==> config.mk <==
export PLATFORM = sky130hd
export DESIGN_NAME = fetch_unit
export DESIGN_NICKNAME = d
export VERILOG_FILES = /design/src/rtl/fetch_unit_pkg.sv /design/src/rtl/fetch_fifo.sv /design/src/rtl/fetch_unit.sv
export SDC_FILE = /design/constraint.sdc
export NUM_CORES = 1
export LEC_CHECK = 0
export BUFFER_PORTS_ARGS = -buffer_cell sky130_fd_sc_hd__clkbuf_2
export CORE_MARGIN = 5
export CORE_UTILIZATION = 62
export CTS_BUF_LIST = sky130_fd_sc_hd__clkbuf_2 sky130_fd_sc_hd__clkbuf_4 sky130_fd_sc_hd__clkbuf_8
export CTS_CLUSTER_DIAMETER = 200
export DETAILED_ROUTE_END_ITERATION = 12
export GPL_ROUTABILITY_DRIVEN = 0
export GPL_TIMING_DRIVEN = 0
export PLACE_DENSITY = 0.88
export SYNTH_ARGS = -nofsm -noshare
export SYNTH_HDL_FRONTEND = slang
export SYNTH_SLANG_ARGS = --single-unit
==> constraint.sdc <==
create_clock -name clk -period 5.8 [get_ports clk]
set_clock_uncertainty 0.15 [all_clocks]
set_input_delay 0.29 -clock clk [delete_from_list [all_inputs] [get_ports clk]]
set_output_delay 0.29 -clock clk [all_outputs]
set_load 0.005 [all_outputs]
==> src/rtl/fetch_unit_pkg.sv <==
// fetch_unit_pkg: shared constants and state encoding for the instruction fetch unit.
package fetch_unit_pkg;
    localparam logic [31:0] NOP  = 32'h0000_0013;
    localparam int          ILEN = 32;
    typedef enum logic [1:0] {ST_RESET, ST_RUN, ST_FLUSH} state_t;
endpackage

==> src/rtl/fetch_fifo.sv <==
// fetch_fifo: instruction buffer holding {pc, instruction} pairs with synchronous flush.
module fetch_fifo #(
    parameter int DEPTH = 2,
    parameter int WIDTH = 64
) (
    input  logic                   clk,
    input  logic                   rst_n,
    input  logic                   i_flush,
    input  logic                   i_push,
    input  logic [WIDTH-1:0]       i_data,
    input  logic                   i_pop,
    output logic [WIDTH-1:0]       o_data,
    output logic                   o_empty,
    output logic [$clog2(DEPTH):0] o_count
);
    localparam int AW = DEPTH > 1 ? $clog2(DEPTH) : 1;
    localparam int CW = $clog2(DEPTH) + 1;
    logic [WIDTH-1:0] r_mem [DEPTH];
    logic [AW-1:0]    r_rd, r_wr;
    logic [CW-1:0]    r_cnt;
    logic             w_full, w_push, w_pop;
    function automatic logic [AW-1:0] nxt(input logic [AW-1:0] p);
        return (p == AW'(DEPTH - 1)) ? '0 : p + AW'(1);
    endfunction
    assign w_full  = r_cnt == CW'(DEPTH);
    assign o_empty = r_cnt == '0;
    assign o_count = r_cnt;
    assign o_data  = r_mem[r_rd];
    assign w_pop   = i_pop & ~o_empty;
    assign w_push  = i_push & (~w_full | w_pop);
    always_ff @(posedge clk or negedge rst_n) begin
        if (!rst_n) begin
            r_rd  <= '0;
            r_wr  <= '0;
            r_cnt <= '0;
            for (int i = 0; i < DEPTH; i++) r_mem[i] <= '0;
        end else if (i_flush) begin
            r_rd  <= '0;
            r_wr  <= '0;
            r_cnt <= '0;
        end else begin
            if (w_push) begin
                r_mem[r_wr] <= i_data;
                r_wr        <= nxt(r_wr);
            end
            if (w_pop) r_rd <= nxt(r_rd);
            r_cnt <= r_cnt + CW'(w_push) - CW'(w_pop);
        end
    end
    // The request throttle upstream must make a push into a full buffer impossible.
    always_ff @(posedge clk) begin
        assert (!(rst_n && i_push && !i_flush && w_full && !w_pop));
    end
endmodule

==> src/rtl/fetch_unit.sv <==
// fetch_unit: in-order instruction fetcher with credit-limited requests, buffering and redirect flush.
module fetch_unit
    import fetch_unit_pkg::*;
#(
    parameter logic [31:0] RESET_PC = 32'h0000_0000,
    parameter int          DEPTH    = 2
) (
    input  logic            clk,
    input  logic            rst_n,
    output logic            imem_req_valid,
    input  logic            imem_req_ready,
    output logic [31:0]     imem_addr,
    input  logic            imem_resp_valid,
    input  logic [ILEN-1:0] imem_resp_data,
    output logic            inst_valid,
    input  logic            inst_ready,
    output logic [ILEN-1:0] instruction,
    output logic [31:0]     inst_pc,
    input  logic            redirect,
    input  logic [31:0]     redirect_pc
);
    localparam int CW = $clog2(DEPTH) + 1;
    state_t          r_state;
    logic [31:0]     r_pc;
    logic [CW-1:0]   r_out, r_drop, w_cnt, w_drop_nx;
    logic [CW:0]     w_load;
    logic [63:0]     w_head;
    logic [31:0]     w_resp_pc;
    logic            w_hs, w_pop, w_take, w_resp, w_empty, w_unused_lsb;
    assign w_unused_lsb   = ^redirect_pc[1:0];
    assign w_pop          = inst_valid & inst_ready & ~redirect;
    // A pop this cycle frees a slot, which keeps one fetch per cycle flowing at DEPTH 2.
    assign w_load         = {1'b0, r_out} + {1'b0, w_cnt} - (CW+1)'(w_pop);
    assign imem_req_valid = (r_state != ST_RESET) & ~redirect & (w_load < (CW+1)'(DEPTH));
    assign imem_addr      = r_pc;
    assign w_hs           = imem_req_valid & imem_req_ready;
    assign w_resp         = imem_resp_valid & ((r_drop != '0) | (r_out != '0));
    assign w_take         = imem_resp_valid & (r_drop == '0) & (r_out != '0) & ~redirect;
    // Responses are in order, so the oldest live request sits r_out words behind the fetch PC.
    assign w_resp_pc      = r_pc - (32'(r_out) << 2);
    assign w_drop_nx      = redirect ? r_drop + r_out - CW'(w_resp)
                                     : r_drop - CW'(imem_resp_valid && r_drop != '0);
    assign inst_valid     = ~w_empty;
    assign instruction    = w_head[31:0];
    assign inst_pc        = w_head[63:32];
    fetch_fifo #(.DEPTH(DEPTH), .WIDTH(64)) u_fifo (
        .clk     (clk),
        .rst_n   (rst_n),
        .i_flush (redirect),
        .i_push  (w_take),
        .i_data  ({w_resp_pc, imem_resp_data}),
        .i_pop   (w_pop),
        .o_data  (w_head),
        .o_empty (w_empty),
        .o_count (w_cnt)
    );
    always_ff @(posedge clk or negedge rst_n) begin
        if (!rst_n) begin
            r_state <= ST_RESET;
            r_pc    <= RESET_PC;
            r_out   <= '0;
            r_drop  <= '0;
        end else if (r_state == ST_RESET) begin
            r_state <= ST_RUN;
        end else begin
            r_drop  <= w_drop_nx;
            r_state <= (w_drop_nx != '0) ? ST_FLUSH : ST_RUN;
            if (redirect) begin
                r_pc  <= {redirect_pc[31:2], 2'b00};
                r_out <= '0;
            end else begin
                r_pc  <= w_hs ? r_pc + 32'd4 : r_pc;
                r_out <= r_out + CW'(w_hs) - CW'(w_take);
            end
        end
    end
endmodule

* Word-level counts from Yosys, hierarchy flattened
Cells that the tools add are included.
** Operators by class
- Reduce and logical (&&, ||, !) cells :: 14
- Magnitude comparators :: 4
- Bitwise logic cells :: 19
- Eq/ne operators :: 1
- Add/sub/neg operators :: 13
- Mux-type cells :: 19
** Operators by type and width (number)
- $mux 64 :: 4
- $bwmux 128 :: 1
- $demux 64 s1 :: 1
- $mux 32 :: 2
- $add 32x3->32 const B :: 1
- $sub 32x4->32 :: 1
- $reduce_bool 2->1 :: 7
- $and 1x1->1 :: 11
- $mux 2 :: 5
- $sub 2x1->2 :: 4
- $logic_not 2->1 :: 3
- $mux 1 :: 6
- $add 2x1->2 :: 2
- $ge 2x2->1 const B :: 2
- $not 1->1 :: 4
- $not 1->2 :: 2
- $reduce_and 2->1 :: 2
- $add 2x2->3 :: 1
- $lt 3x2->1 const B :: 1
- $sub 3x1->3 :: 1
- $add 1x1->1 const B :: 2
- $add 2x2->2 :: 1
- $eq 2x2->1 const B :: 1
- $logic_and 1x1->1 :: 2
- other kinds (2) :: 3
** Storage, ports and cells
- Input bits :: 70
- Flip-flop bits (word level) :: 170
- Output and inout port bits :: 98
- Word-level logic and storage cells :: 79

* Logic depth before layout (Yosys ltp)
- Depth after elaboration :: 11
- Gate-level depth with buffers :: 19
- Gate-level depth less buffers :: 18

* Hierarchy
From an unflattened synthesis, not the netlist that was laid out.
** Second synthesis, totals
- Cell total of the unflattened synthesis :: 765
- Area total of the unflattened synthesis :: 9151.3 µm²
** By module, submodules not included
- fetch_fifo :: area each 5973.2 µm², sequential area each 3303.2 µm², times used 1, cells an instance 364
- fetch_unit :: area each 3178.0 µm², sequential area each 900.9 µm², times used 1, cells an instance 401

* Worst setup path before layout
No wires, ideal clock.
- Path kind :: in2reg
- From :: in redirect
- To :: reg r_out[1]
- Path buffers :: 3
- Path slack :: 1.854 ns
- Data arrival time :: 3.659 ns
- Stages :: 18
- Cells stage by stage :: clkbuf_1 -> clkbuf_1 -> nor2_1 -> ha_1 -> nand2b_1 -> fa_1 -> o211ai_1 -> or2_2 -> clkbuf_1 -> nor2_1 -> inv_1 -> ha_1 -> inv_1 -> ha_1 -> xnor2_1 -> nor3_1 -> a21oi_1 -> o22ai_1
** Between the ends
- Word-level cells in the longest chain between the ends :: 9
** Ends and longest elaborated chain
- from (decl) :: line fetch_unit.sv:19 : input logic redirect,
- $not 1->1 (no line)
- $and 1x1->1 :: line fetch_unit.sv:31 : assign w_pop = inst_valid & inst_ready & ~redirect;
- $sub 3x1->3 :: line fetch_unit.sv:33 : assign w_load = {1'b0, r_out} + {1'b0, w_cnt} - (CW+1)'(w_pop);
- $lt 3x2->1 :: line fetch_unit.sv:34 : assign imem_req_valid = (r_state != ST_RESET) & ~redirect & (w_load < (CW+1)'(DEPTH));
- $and 1x1->1 :: line fetch_unit.sv:34
- $and 1x1->1 :: line fetch_unit.sv:36 : assign w_hs = imem_req_valid & imem_req_ready;
- $add 2x1->2 :: line fetch_unit.sv:73 : r_out <= r_out + CW'(w_hs) - CW'(w_take);
- $sub 2x1->2 :: line fetch_unit.sv:73
- $mux 2 (*) :: line fetch_unit.sv:68 : if (redirect) begin
- to (signal assigned) :: line fetch_unit.sv:73
- to (decl) :: line fetch_unit.sv:25 : logic [CW-1:0] r_out, r_drop, w_cnt, w_drop_nx;
Every way passes the cells marked *; elsewhere a longest branch is shown, timed or not.
A chain may end at the register's enable or synchronous reset.

* Worst setup path after layout
Ends and elaborated chain as after synthesis.

==> qor.csv <==
stage;metric;value;unit
status;status;completed;
cells_and_area;fin nets;1126;
cells_and_area;Layout area overhead;24.2;%
setup_path;cell depth of the worst flop-to-flop path;19;
power;LEAKAGE;5.06;nW
clocking;clk slew on worst S/H paths;100;ps
setup_path;worst reg2reg setup slack;1340;ps
power;P_int;2.76;mW
die;Initial Utilization;62.5;%
logic_synthesis;post-synthesis register bit count;164;
global_route;vias in the first global route;7590;
placement;port bufs;161;
placement;dpl ws;790;ps
logic_synthesis;largest family of logic cells by synthesized area;multiplexers;
global_route;largest net degree at the start of global routing;103;
cells_and_area;ant diodes;0;
clocking;maximum clock path buffer count;2;
sta;setup TNS;0;ps
power;power share of the combinational group;43.1;%
logic_synthesis;Synth async-reset ratio;100;%
detailed_routing;Via density;6.03;
power;Clk pwr share;18.9;%
clocking;root buf cell;clkbuf_8;
power;Peak VDD IR;0.310;mV
logic_synthesis;Compound-Gate Fraction of Synth Area;9.42;%
cells_and_area;fill count;829;
logic_synthesis;xor and xnor area share after synthesis;4.98;%
clocking;CTS tree;done;
clocking;Num CTS Buffers;17;
power;Sw Ratio;39.8;%
logic_synthesis;Ys Warns;0;
logic_synthesis;mux cell area share after synthesis;17.3;%
worst_hold_path;Worst Hold Depth;3;
worst_hold_path;Worst Hold Class;primary input to register;
logic_synthesis;ys flop type;dfrtp_1;
sta;final worst slack;1110;ps
detailed_routing;per-cell routed wire length;20.3;µm
die;height of the die;128;µm
power;Power per Cell Area;432;nW/µm²
sta;Final min period;4690;ps
clocking;post-CTS sizing;0;
logic_synthesis;count of different cell masters after synthesis;58;
logic_synthesis;fraction of the mapped netlist area in adder cells;2.22;%
setup_path;CP Data Required Time;5980;ps
global_route;Global Route Usage Sum;31.2;%
logic_synthesis;post-synthesis instance total;800;
setup_path;Worst Path Class, Setup;primary input to register;
sta;Max Fclk;0.213;GHz
die;core box area;13700;µm²
die;num ports;168;
sta;Final Hold Viols;0;
power;net switching power;1.83;mW
power;Flop pwr share;38.0;%
sta;slew margin rel.;34.3;%
setup_path;crit path DAT;4870;ps
detailed_routing;Residual DRC;0;
logic_synthesis;syn_area_per_cell;10.7;µm²
worst_hold_path;Hold Startpoint;redirect_pc[3];
logic_synthesis;area share of the largest cell type after synthesis;47.9;%
setup_path;Slowest cell on crit path;nor2_1;
clocking;CTS H-tree lvls;4;
setup_path;Critical Path Fanout Max;10;
global_route;gr ovfl total;0;
placement;DP HPWL;16700;µm
logic_synthesis;sequential share of the synthesized area;47.9;%
setup_path;CP endpoint kind;register;
logic_synthesis;Synth area leaders;dfrtp_1, mux2_2, nand2_1;
sta;RSZ-0062 raised after global routing;false;
cells_and_area;share of cells above drive strength 1;34.4;%
detailed_routing;Routed WL;25100;µm
logic_synthesis;count leader, synth;dfrtp_1;
die;Die W;128;µm
die;row cnt;43;
clocking;Worst-Skew Late Latency;460;ps
setup_path;cell chain of the critical path;clkbuf_2 -> clkbuf_1 -> clkbuf_1 -> nor2_1 -> ha_1 -> nand2b_1 -> fa_1 -> o211ai_1 -> or2_2 -> clkbuf_1 -> nor2_1 -> inv_1 -> ha_1 -> inv_1 -> ha_1 -> xnor2_1 -> nor3_1 -> a21oi_1 -> o22ai_1;
logic_synthesis;Synth area leader;dfrtp_1;
sta;Final Cycle Share;80.8;%
logic_synthesis;simple-gate share of the synthesized area;13.2;%
sta;final-report setup violation count;0;
detailed_routing;Post-DRT Antenna Nets;0;
clocking;clk sinks;164;
logic_synthesis;Post-synth top cells;dfrtp_1, mux2_2, nand2_1;
global_route;first-pass GRT wire length;39700;µm
global_route;initial antenna violation count;0;
logic_synthesis;Post-synth EDFFs;0;
detailed_routing;initial drt markers;858;
setup_path;RR Startpoint;u_fifo.o_count[1]$_DFF_PN0_;
sta;Worst Tran Pin Value;976;ps
detailed_routing;via count;7445;
detailed_routing;drt pass-1 iters;6;
sta;fin. max-slew vios;0;
die;die area;16300;µm²
logic_synthesis;Cell Area, Synth;8570;µm²
worst_hold_path;worst min-delay path endpoint;imem_addr[3]$_DFFE_PN0P_;
job;max cap viols;0;
setup_path;biggest cell delay along the critical path;520;ps
setup_path;RR Endpoint;r_out[1]$_DFFE_PN0N_;
setup_path;type of origin of the critical path;primary input;
-- worst max path at each step --
| stage | start | endpoint | cells after the start |
|---|---|---|---|
| global route | redirect | r_out[1]$_DFFE_PN0N_ | 19 |
| floorplan | redirect | r_out[1]$_DFFE_PN0N_ | 18 |
| global placement | redirect | r_out[1]$_DFFE_PN0N_ | 19 |
| detailed placement | redirect | r_out[1]$_DFFE_PN0N_ | 19 |
| finish | redirect | r_out[1]$_DFFE_PN0N_ | 19 |
| CTS | redirect | r_out[1]$_DFFE_PN0N_ | 19 |
-- critical path, delay by kind of cell --
family          cells  cell delay, ps
buf+inv             6            1530
simple gates        5            1160
fa+ha+maj           4            1300
compound gates      3             400
xor+xnor            1             180
-- power groups by stage --
| stage | combinational [mW] | sequential (mW) | clock [mW] |
|---|---|---|---|
| final | 1.98 | 1.75 | 0.868 |
| after global placement | 1.80 | 1.72 | 0 |
| after floorplan | 1.20 | 1.68 | 0 |
| after CTS | 1.92 | 1.72 | 0.870 |
| after detailed placement | 1.88 | 1.74 | 0 |
| after global routing | 2.15 | 1.78 | 0.923 |
-- cell usage in the layout, fill, tap and decap left out, types with 25 or more instances in the layout --
master / instances
clkbuf_1: 32
dfrtp_1: 164
dlygate4sd3_1: 58
a21oi_1: 25
mux2_2: 126
o21ai_0: 65
nor2_1: 34
nand2_1: 88
xnor2_1: 31
clkbuf_2: 161
-- kinds of logic after synthesis --
logic type | count (synthesis)
multiplexers | 132
flip-flops | 164
AND/OR/NAND/NOR | 222
other | 1
adder cells (fa/ha/maj) | 14
buffers and inverters | 78
AO/OA/AOI/OAI | 142
XOR/XNOR | 47
-- flip-flops by register name, indices dropped and copies added, names as in the netlist --
name and cells:
r_drop 2, r_out 2, u_fifo.o_count 2, imem_addr 30, r_state 2, u_fifo.r_rd 1
u_fifo.r_mem 124, u_fifo.r_wr 1
-- repair_timing --
| action | in CTS | in global routing |
|---|---|---|
| hold endpoints to repair | 151 | 0 |
| hold buffers | 58 | 0 |
| setup buffers | 0 | 0 |
| endpoints found under the setup margin | 0 | 0 |
-- stage by stage --
stage               cell area, µm²  utilization [%]  power, mW  hold slack, ps  cells
floorplan                     8580                -       2.88            -156    803
global placement              9610             70.1       3.53             305   1144
detailed placement            9650             70.3       3.62             168   1145
CTS                          10600             77.6       4.51            9.61   1235
global route                 10600             77.6       4.85            28.6   1235
finish                       10600             77.6       4.59            26.9   1235
-- cell type report --
type	count	area [µm²]	share of cell area, %
clock inverter	14	165	1.55
clock buffer	18	248	2.33
sequential	164	4100	38.6
tap	180	225	2.12
multi-input combinational	561	4050	38.1
timing repair buffer	220	1420	13.4
inverter	15	56.3	0.529
buffer	63	369	3.47
-- per-layer routing --
metal	global-route usage [%]	vias to the layer above	part of all wire (%)
met5	0	-	0
met4	13.6	0	4.0
met3	5.77	99	8.3
met2	54.0	450	50
met1	38.2	3587	37
li1	-	3309	-
Note: power is estimated with default switching activity, not from simulation.
